`src/rtl/clk_pkg.sv`:
```
// rtl/clk_pkg.sv - BCD types, field limits and digit arithmetic for the clock datapath
package clk_pkg;

   typedef logic [3:0] bcd_digit_t;
   typedef logic [7:0] bcd_pair_t;

   localparam int SEC_MAX  = 59;
   localparam int MIN_MAX  = 59;
   localparam int HR24_MAX = 23;
   localparam int HR12_MIN = 1;
   localparam int HR12_MAX = 12;

   function automatic bcd_pair_t to_bcd(input int n);
      bcd_digit_t tens;
      bcd_digit_t ones;
      tens = bcd_digit_t'((n / 10) % 10);
      ones = bcd_digit_t'(n % 10);
      return {tens, ones};
   endfunction

   function automatic logic bcd_valid(input bcd_pair_t p);
      return (p[7:4] <= 4'd9) && (p[3:0] <= 4'd9);
   endfunction

   // Legal BCD pairs order the same way as their decimal values.
   function automatic logic bcd_in_range(input bcd_pair_t p, input bcd_pair_t lo, input bcd_pair_t hi);
      return bcd_valid(p) && (p >= lo) && (p <= hi);
   endfunction

   function automatic bcd_pair_t bcd_inc(input bcd_pair_t p, input bcd_pair_t lo, input bcd_pair_t hi);
      if (p == hi)
         return lo;
      if (p[3:0] == 4'd9)
         return {p[7:4] + 4'd1, 4'd0};
      return {p[7:4], p[3:0] + 4'd1};
   endfunction

   function automatic bcd_pair_t bcd_dec(input bcd_pair_t p, input bcd_pair_t lo, input bcd_pair_t hi);
      if (p == lo)
         return hi;
      if (p[3:0] == 4'd0)
         return {p[7:4] - 4'd1, 4'd9};
      return {p[7:4], p[3:0] - 4'd1};
   endfunction

endpackage

```
`src/rtl/key_edge_sync.sv`:
```
// rtl/key_edge_sync.sv - multi-flop synchroniser with a one-cycle rising-edge pulse
module key_edge_sync #(
   parameter int SYNC_STAGES = 2
) (
   input  logic clk,
   input  logic rst,
   input  logic key,
   output logic pulse
);

   logic [SYNC_STAGES-1:0] sync_q;
   logic                   last_q;

   always_ff @(posedge clk or posedge rst) begin
      if (rst) begin
         sync_q <= '0;
         last_q <= 1'b0;
      end else begin
         sync_q <= {sync_q[SYNC_STAGES-2:0], key};
         last_q <= sync_q[SYNC_STAGES-1];
      end
   end

   assign pulse = sync_q[SYNC_STAGES-1] & ~last_q;

endmodule

```
`src/rtl/bcd_mod_counter.sv`:
```
// rtl/bcd_mod_counter.sv - two-digit BCD modulo counter with chained carry, key adjust and load
module bcd_mod_counter
   import clk_pkg::*;
#(
   parameter int MIN_VALUE   = 0,
   parameter int MAX_VALUE   = 23,
   parameter int SYNC_STAGES = 2
) (
   input  logic       clk,
   input  logic       rst,
   input  logic       en,
   input  logic       carry_in,
   input  logic       key_inc,
   input  logic       key_dec,
   input  logic       load,
   input  logic [7:0] load_val,
   output logic [7:0] value,
   output logic       carry_out,
   output logic       load_err
);

   localparam bcd_pair_t MIN_BCD = to_bcd(MIN_VALUE);
   localparam bcd_pair_t MAX_BCD = to_bcd(MAX_VALUE);

   logic inc_pulse;
   logic dec_pulse;
   logic pend_inc;
   logic pend_dec;
   logic inc_evt;
   logic dec_evt;
   logic want_inc;
   logic want_dec;
   logic tick;
   logic load_ok;

   key_edge_sync #(.SYNC_STAGES(SYNC_STAGES)) u_sync_inc (
      .clk   (clk),
      .rst   (rst),
      .key   (key_inc),
      .pulse (inc_pulse)
   );

   key_edge_sync #(.SYNC_STAGES(SYNC_STAGES)) u_sync_dec (
      .clk   (clk),
      .rst   (rst),
      .key   (key_dec),
      .pulse (dec_pulse)
   );

   assign inc_evt  = en & inc_pulse;
   assign dec_evt  = en & dec_pulse;
   assign tick     = en & carry_in;
   assign want_inc = pend_inc | inc_evt;
   assign want_dec = pend_dec | dec_evt;
   assign load_ok  = bcd_in_range(load_val, MIN_BCD, MAX_BCD);

   // Load and tick own the cycle; a key edge arriving then is parked until a free cycle.
   always_ff @(posedge clk or posedge rst) begin
      if (rst) begin
         value     <= MIN_BCD;
         carry_out <= 1'b0;
         load_err  <= 1'b0;
         pend_inc  <= 1'b0;
         pend_dec  <= 1'b0;
      end else begin
         carry_out <= 1'b0;
         load_err  <= 1'b0;
         if (load) begin
            if (load_ok)
               value <= load_val;
            else
               load_err <= 1'b1;
            pend_inc <= inc_evt;
            pend_dec <= dec_evt;
         end else if (tick) begin
            value     <= bcd_inc(value, MIN_BCD, MAX_BCD);
            carry_out <= (value == MAX_BCD);
            pend_inc  <= want_inc;
            pend_dec  <= want_dec;
         end else if (en) begin
            if (want_inc && !want_dec)
               value <= bcd_inc(value, MIN_BCD, MAX_BCD);
            else if (want_dec && !want_inc)
               value <= bcd_dec(value, MIN_BCD, MAX_BCD);
            pend_inc <= 1'b0;
            pend_dec <= 1'b0;
         end
      end
   end

endmodule

```
`config.mk`:
```
export PLATFORM = sky130hd
export DESIGN_NAME = bcd_mod_counter
export DESIGN_NICKNAME = d
export VERILOG_FILES = /design/src/rtl/clk_pkg.sv /design/src/rtl/key_edge_sync.sv /design/src/rtl/bcd_mod_counter.sv
export SDC_FILE = /design/constraint.sdc
export NUM_CORES = 1
export LEC_CHECK = 0
export ABC_AREA = 1
export CORE_MARGIN = 5
export CORE_UTILIZATION = 35
export CTS_CLUSTER_SIZE = 30
export DETAILED_ROUTE_END_ITERATION = 16
export GPL_ROUTABILITY_DRIVEN = 0
export PLACE_DENSITY = 0.61
export SLEW_MARGIN = 20
export SYNTH_ARGS = -nofsm -noshare
export SYNTH_HDL_FRONTEND = slang
export SYNTH_SLANG_ARGS = --single-unit
export TNS_END_PERCENT = 10
```
`constraint.sdc`:
```
create_clock -name clk -period 1.8 [get_ports clk]
set_clock_uncertainty 0.05 [all_clocks]
set_input_delay 0.45 -clock clk [delete_from_list [all_inputs] [get_ports clk]]
set_output_delay 0.45 -clock clk [all_outputs]
set_load 0.01 [all_outputs]
```
==> results of run 1 <==
[stage by stage]
stage / setup WS [ps] / hold slack [ps] / total power, mW / TNS, ps
2_1_floorplan: 96.24 / 281.2 / 1.050 / 0
3_3_place_gp: -515.6 / 289.7 / 1.292 / -3674
3_5_place_dp: -579.6 / 286.3 / 1.311 / -4080
4_1_cts: 29.92 / 322.9 / 1.537 / 0
5_1_grt: -35.62 / 333.2 / 1.676 / -62.04
6_report: 51.99 / 319.2 / 1.538 / 0
[layer usage]
metal  track usage [%]  vias up  share of wire, %
met2             22.04       23                49
met3             2.152        2               3.8
met4             3.404        0              0.67
met5                 0        -                 0
li1                  -      610                 -
met1             16.53      554                47
[layout by cell type, fill, tap and decap left out, types with 2 or more instances in the layout]
cell | netlist | final
nand3_1 | 10 | 10
dfrtp_1 | 18 | 12
xor2_1 | 3 | 3
clkbuf_4 | 0 | 3
ha_1 | 7 | 5
clkdlybuf4s50_1 | 0 | 16
o21ai_1 | 9 | 10
nand2_1 | 30 | 30
buf_4 | 0 | 10
nor2_2 | 3 | 6
dfrtp_2 | 0 | 6
inv_2 | 8 | 10
a21oi_1 | 5 | 5
ha_2 | 0 | 2
nand2_2 | 10 | 10
a21oi_2 | 2 | 2
o21ai_0 | 13 | 12
dlygate4sd2_1 | 0 | 7
nand4_1 | 2 | 2
nand3_2 | 2 | 2
inv_1 | 18 | 16
nor2_1 | 15 | 12
[layout make-up]
class	count	area, um^2	area share, %
Multi-Input combinational cell	121	704.4	42.55
Sequential cell	18	457.9	27.66
Timing Repair Buffer	34	301.5	18.22
Inverter	26	97.59	5.896
Tap cell	46	57.56	3.477
Clock buffer	4	36.28	2.192
[registers in the layout, summed over array words and instances (netlist names)]
signal and count:
u_sync_inc.sync_q 2, u_sync_dec.last_q 1, value 8, u_sync_inc.last_q 1
pend_inc 1, carry_out 1, u_sync_dec.sync_q 2, load_err 1
pend_dec 1
[cell usage after synthesis]
master    number  area, um^2
nor2_1        15       56.30
o21ai_0       13       65.06
nand3_4        1       17.52
a21oi_1        5       25.02
buf_6          2       22.52
o21ai_4        1       16.27
nand2_2       10       62.56
dfrtp_1       18       450.4
a21oi_2        2       17.52
nor2_2         3       18.77
nand3_2        2       20.02
inv_1         18       67.56
buf_2          1       5.000
ha_1           7       87.58
nand3_1       10       50.05
nand3b_1       1       7.510
o22ai_1        1       6.260
xor2_1         3       26.28
nor2_4         1       11.26
a21boi_0       1       7.510
a22oi_1        1       7.510
inv_2          8       30.03
o21ai_1        9       45.04
or2_2          1       6.260
o211ai_1       1       7.510
nand4_1        2       12.51
nand2_1       30       112.6
nor3_1         1       5.000
[kinds of logic (layout without fill, tap and decap cells)]
family / Yosys count / in the layout / share of synthesized area, %
xor+xnor: 3 / 3 / 2.073
compound gates: 34 / 34 / 15.60
fa+ha+maj: 7 / 7 / 6.910
flops: 18 / 18 / 35.54
simple gates: 77 / 77 / 30.01
buf+inv: 29 / 64 / 9.871
[power by group through the flow]
stage	clock, mW	sequential (mW)	combinational [mW]
after floorplan	0	0.581	0.469
after global placement	0	0.584	0.708
after detailed placement	0	0.591	0.720
after CTS	0.258	0.589	0.691
after global routing	0.279	0.612	0.785
final	0.249	0.594	0.695
[worst paths after layout]
check / startpoint / endpoint / slack, ps / cells past startpoint
worst max-delay path: value[4] / value[4] / 50 / 1
worst min-delay path: u_sync_dec.sync_q[0] / u_sync_dec.sync_q[1] / 320 / 0
worst max register to register: value[1] / value[1] / 130 / 11
worst min register to register: u_sync_dec.sync_q[0] / u_sync_dec.sync_q[1] / 320 / 0
max in group asynchronous: rst / value[2] / 1070 / 3
min in group asynchronous: rst / u_sync_inc.sync_q[0] / 400 / 3
[repair_timing]
action,in CTS,in global routing
gates resized for setup,13,11
pin swaps,1,2
endpoints found under the setup margin,15,8
==> results.ini, run 1 <==
[status]
outcome=finished, final reports clean

[cts]
worstSkewPairLatency_ps=290
cts_hold_buffers=0
cts_tree=built
clock_sinks=18
h-tree-depth=1
cts-root-buf=clkbuf_4
clkTransAtPathRegs_ps=120
numCtsBuffers=3
cts_max_path_buffers=2
post_cts_buffers=0

[grt]
grt_max_degree=19
antenna_found_initial=0
overflow=0
grt_pass1_vias=1169
grt_pass1_wl_um=5257
grt_use_total_pct=12.82

[synth]
ys_ff_latch=18
syn_area_per_cell_um2=7.544
synth_area_um2=1267
synth_seq_area_share_pct=35.54
syn-num-nets=190
synth_warnings=0
synth.distinct_cells=28
syn_inst=168

[power]
power.internal_uw=907.9
power.switching_uw=630.1
peakVddDrop_mv=0.3626
pwr-share-seq_pct=38.6
p_comb_share_pct=45.2
leakagePower_nw=0.7979
swShare_pct=40.97
power_frac_clock_pct=16.2
p_per_area_nw_per_um2=929.1

[layout]
nFillCells=374
areaGrowthSynthToFinish_pct=30.60
finalInstanceArea_um2=1655
fin_nets=226
antennaDiodeCount=0
postLayoutCoreUtil_pct=48.46
drive_gt1_share_pct=28.08
stdcell_count=249

[timing]
slew_viol_final=0
tightest_slew_ps=230.5
rsz0062_at_grt=yes
max_slew_margin_pct=84.63
fmax_mhz=572.1
finalCriticalPeriod_ps=1748
setup_viol=0
final-hold-violation-count=0
fin_crit_sh_pct=97.11

[worst_setup_path]
start_kind=flop
crit_arrival_ps=1250
crit_path_max_fanout=3
slowest_delay_ps=550
crit_type=flop to output pin
crit_family=buffers and inverters
cpMaxStageDelayCell=clkdlybuf4s50_1
crit_buf_inv=1
critPathCaptureType=output pin
crit_chain=clkdlybuf4s50_1
worst_ep_required_time_ps=1300

[die]
fp.dieH_um=70.18
die-area_um2=4925
core_area_um2=3416
io_pins=25
initial_core_util_pct=37.11
rows=21
die_w_um=70.18

[worst_hold_path]
hp-class=flop to flop

[routing]
routed_wirelength_um=3000
post_drt_via_cell_ratio=4.775
wl_per_cell_um=12.05
drtAntennaViolNets=0
dr.pass1.iters=4
drt_iter0_drc=53
drcViolationCount=0
vias=1189

[flow_run]
cap_viol_max_count=0

[placement]
dp.cells=245
placed_area_um2=1613
dp_hpwl_um=2461
port_buffers=24

Note: power is estimated with default switching activity, not from simulation.
==> inputs of run 2 (changes only) <==
==> constraint.sdc (replaced) <==
create_clock -name clk -period 2 [get_ports clk]
set_clock_uncertainty 0.05 [all_clocks]
set_input_delay 0.5 -clock clk [delete_from_list [all_inputs] [get_ports clk]]
set_output_delay 0.5 -clock clk [all_outputs]
set_load 0.01 [all_outputs]
==> results.ini, run 2 (synthesized netlist as in run 1, its figures left out) <==
[grt]
overflow=0  ; unchanged
antenna_found_initial=0  ; unchanged
grt_pass1_wl_um=5382  ; was 5257 um
grt_use_total_pct=13.42  ; was 12.82%
grt_max_degree=19  ; unchanged
grt_pass1_vias=1191  ; was 1169

[power]
leakagePower_nw=0.7697  ; was 0.7979 nW
peakVddDrop_mv=0.4174  ; was 0.3626 mV
power.internal_uw=834.6  ; was 907.9 uW
pwr-share-seq_pct=37.7  ; was 38.6%
power_frac_clock_pct=16.2  ; about the same
p_comb_share_pct=46.1  ; was 45.2%
swShare_pct=40.26  ; was 40.97%
power.switching_uw=562.4  ; was 630.1 uW
p_per_area_nw_per_um2=859.5  ; was 929.1 nW/um^2

[worst_setup_path]
crit_arrival_ps=1360  ; was 1250 ps
worst_ep_required_time_ps=1450  ; was 1300 ps
crit_chain=clkdlybuf4s50_1  ; unchanged
crit_type=flop to output pin  ; unchanged
start_kind=flop  ; unchanged
slowest_delay_ps=580  ; was 550 ps
cpMaxStageDelayCell=clkdlybuf4s50_1  ; unchanged
crit_buf_inv=1  ; unchanged
crit_path_max_fanout=7  ; was 3
critPathCaptureType=output pin  ; unchanged
crit_family=buffers and inverters  ; unchanged

[die]
core_area_um2=3416  ; unchanged
die_w_um=70.18  ; unchanged
fp.dieH_um=70.18  ; unchanged
io_pins=25  ; unchanged
die-area_um2=4925  ; unchanged
rows=21  ; unchanged
initial_core_util_pct=37.11  ; unchanged

[cts]
post_cts_buffers=0  ; unchanged
worstSkewPairLatency_ps=300  ; was 290 ps
cts-root-buf=clkbuf_4  ; unchanged
cts_hold_buffers=0  ; unchanged
cts_max_path_buffers=2  ; unchanged
clkTransAtPathRegs_ps=110  ; was 120 ps
clock_sinks=18  ; unchanged
numCtsBuffers=3  ; unchanged
cts_tree=built  ; unchanged
h-tree-depth=1  ; unchanged

[layout]
postLayoutCoreUtil_pct=47.58  ; was 48.46%
fin_nets=222  ; was 226
areaGrowthSynthToFinish_pct=28.23  ; was 30.60%
drive_gt1_share_pct=22.11  ; was 28.08%
largest_reg_flops=8  ; unchanged
antennaDiodeCount=0  ; unchanged
reg_top3=value: 8 flops, u_sync_dec.sync_q: 2 flops, u_sync_inc.sync_q: 2 flops  ; unchanged
final_cell_mix=nand2_1 (30), clkdlybuf4s50_1 (23), inv_1 (18)  ; was nand2_1 (30), inv_1 (16), clkdlybuf4s50_1 (16)
final_common_cell=nand2_1  ; unchanged
top_register=value  ; unchanged

[worst_hold_path]
hp-class=flop to flop  ; unchanged

[placement]
port_buffers=24  ; unchanged
post-place-ws_ps=-407.4  ; was -579.6 ps
dp_hpwl_um=2436  ; was 2461 um

[routing]
wl_per_cell_um=12.35  ; was 12.05 um
dr.pass1.iters=4  ; unchanged
drt_iter0_drc=78  ; was 53
drcViolationCount=0  ; unchanged
vias=1176  ; was 1189
routed_wirelength_um=3026  ; was 3000 um
post_drt_via_cell_ratio=4.800  ; was 4.775
drtAntennaViolNets=0  ; unchanged

[timing]
setup_viol=0  ; unchanged
fin_crit_sh_pct=95.41
final-hold-violation-count=0  ; unchanged
fin_ws_ps=91.85  ; was 51.99 ps
tightest_slew_ps=242.6  ; was 230.5 ps
rsz0062_at_grt=no  ; was yes
finalCriticalPeriod_ps=1908
fmax_mhz=524.1
max_slew_margin_pct=83.83  ; was 84.63%
slew_viol_final=0  ; unchanged

[status]
outcome=finished, final reports clean  ; unchanged

[flow_run]
cap_viol_max_count=0  ; unchanged

## run 2: cell types whose count changed in the layout (fill, tap and decap cells not counted), moves of 2 or more
cell	before	now
nor2_2	6	3
dfrtp_1	12	14
buf_4	10	6
clkdlybuf4s50_1	16	23
inv_1	16	18
inv_2	10	8
nor2_1	12	15
dfrtp_2	6	4
dlygate4sd2_1	7	1
## run 2: worst paths after layout
| kind | slack [ps] | cells after the start | from | end |
|---|---|---|---|---|
| worst max-delay path | 90 | 1 | value[5] | value[5] |
| worst min-delay path | 320 | 0 | u_sync_dec.sync_q[0] | u_sync_dec.sync_q[1] |
| min in group asynchronous | 450 | 3 | rst | value[6] |
| worst max register to register | 200 | 10 | value[1] | value[3] |
| worst min register to register | 320 | 0 | u_sync_dec.sync_q[0] | u_sync_dec.sync_q[1] |
| max in group asynchronous | 1220 | 3 | rst | value[2] |
## run 2: layout make-up
cell class / count / area, um^2
Fill cell: 356 / 1790
Multi-Input combinational cell: 121 / 694.4
Sequential cell: 18 / 455.4
Timing Repair Buffer: 30 / 284.0
Inverter: 26 / 97.59
Tap cell: 46 / 57.56
Clock buffer: 4 / 36.28
## run 2: metal layers
layer  up-vias  routed length (um)  GRT usage, %
li1        605                   -             -
met3         4                 130         1.865
met4         0                  39         5.745
met2        25                1458         22.56
met5         -                   0             0
met1       542                1398         17.08
## run 2: timing repair
action                                  in CTS  in global routing
endpoints found under the setup margin       7                  5
gates resized for setup                      2                  5
pin swaps                                    0                  0
## run 2: metrics by stage
step                hold slack, ps  power (mW)  cells  setup TNS (ps)  area [um^2]
global route                 335.3       1.543    245               0         1625
floorplan                    281.2      0.9451    168               0         1267
global placement             289.8       1.157    241           -2487         1583
detailed placement           287.2       1.173    241           -2801         1583
CTS                          321.8       1.407    245               0         1618
finish                       315.5       1.397    245               0         1625
## run 2: power groups by stage
stage / clock network (mW) / logic [mW] / registers (mW)
after floorplan: 0 / 0.422 / 0.523
after global placement: 0 / 0.631 / 0.526
after detailed placement: 0 / 0.642 / 0.531
after CTS: 0.236 / 0.647 / 0.524
after global routing: 0.259 / 0.739 / 0.546
final: 0.226 / 0.644 / 0.527
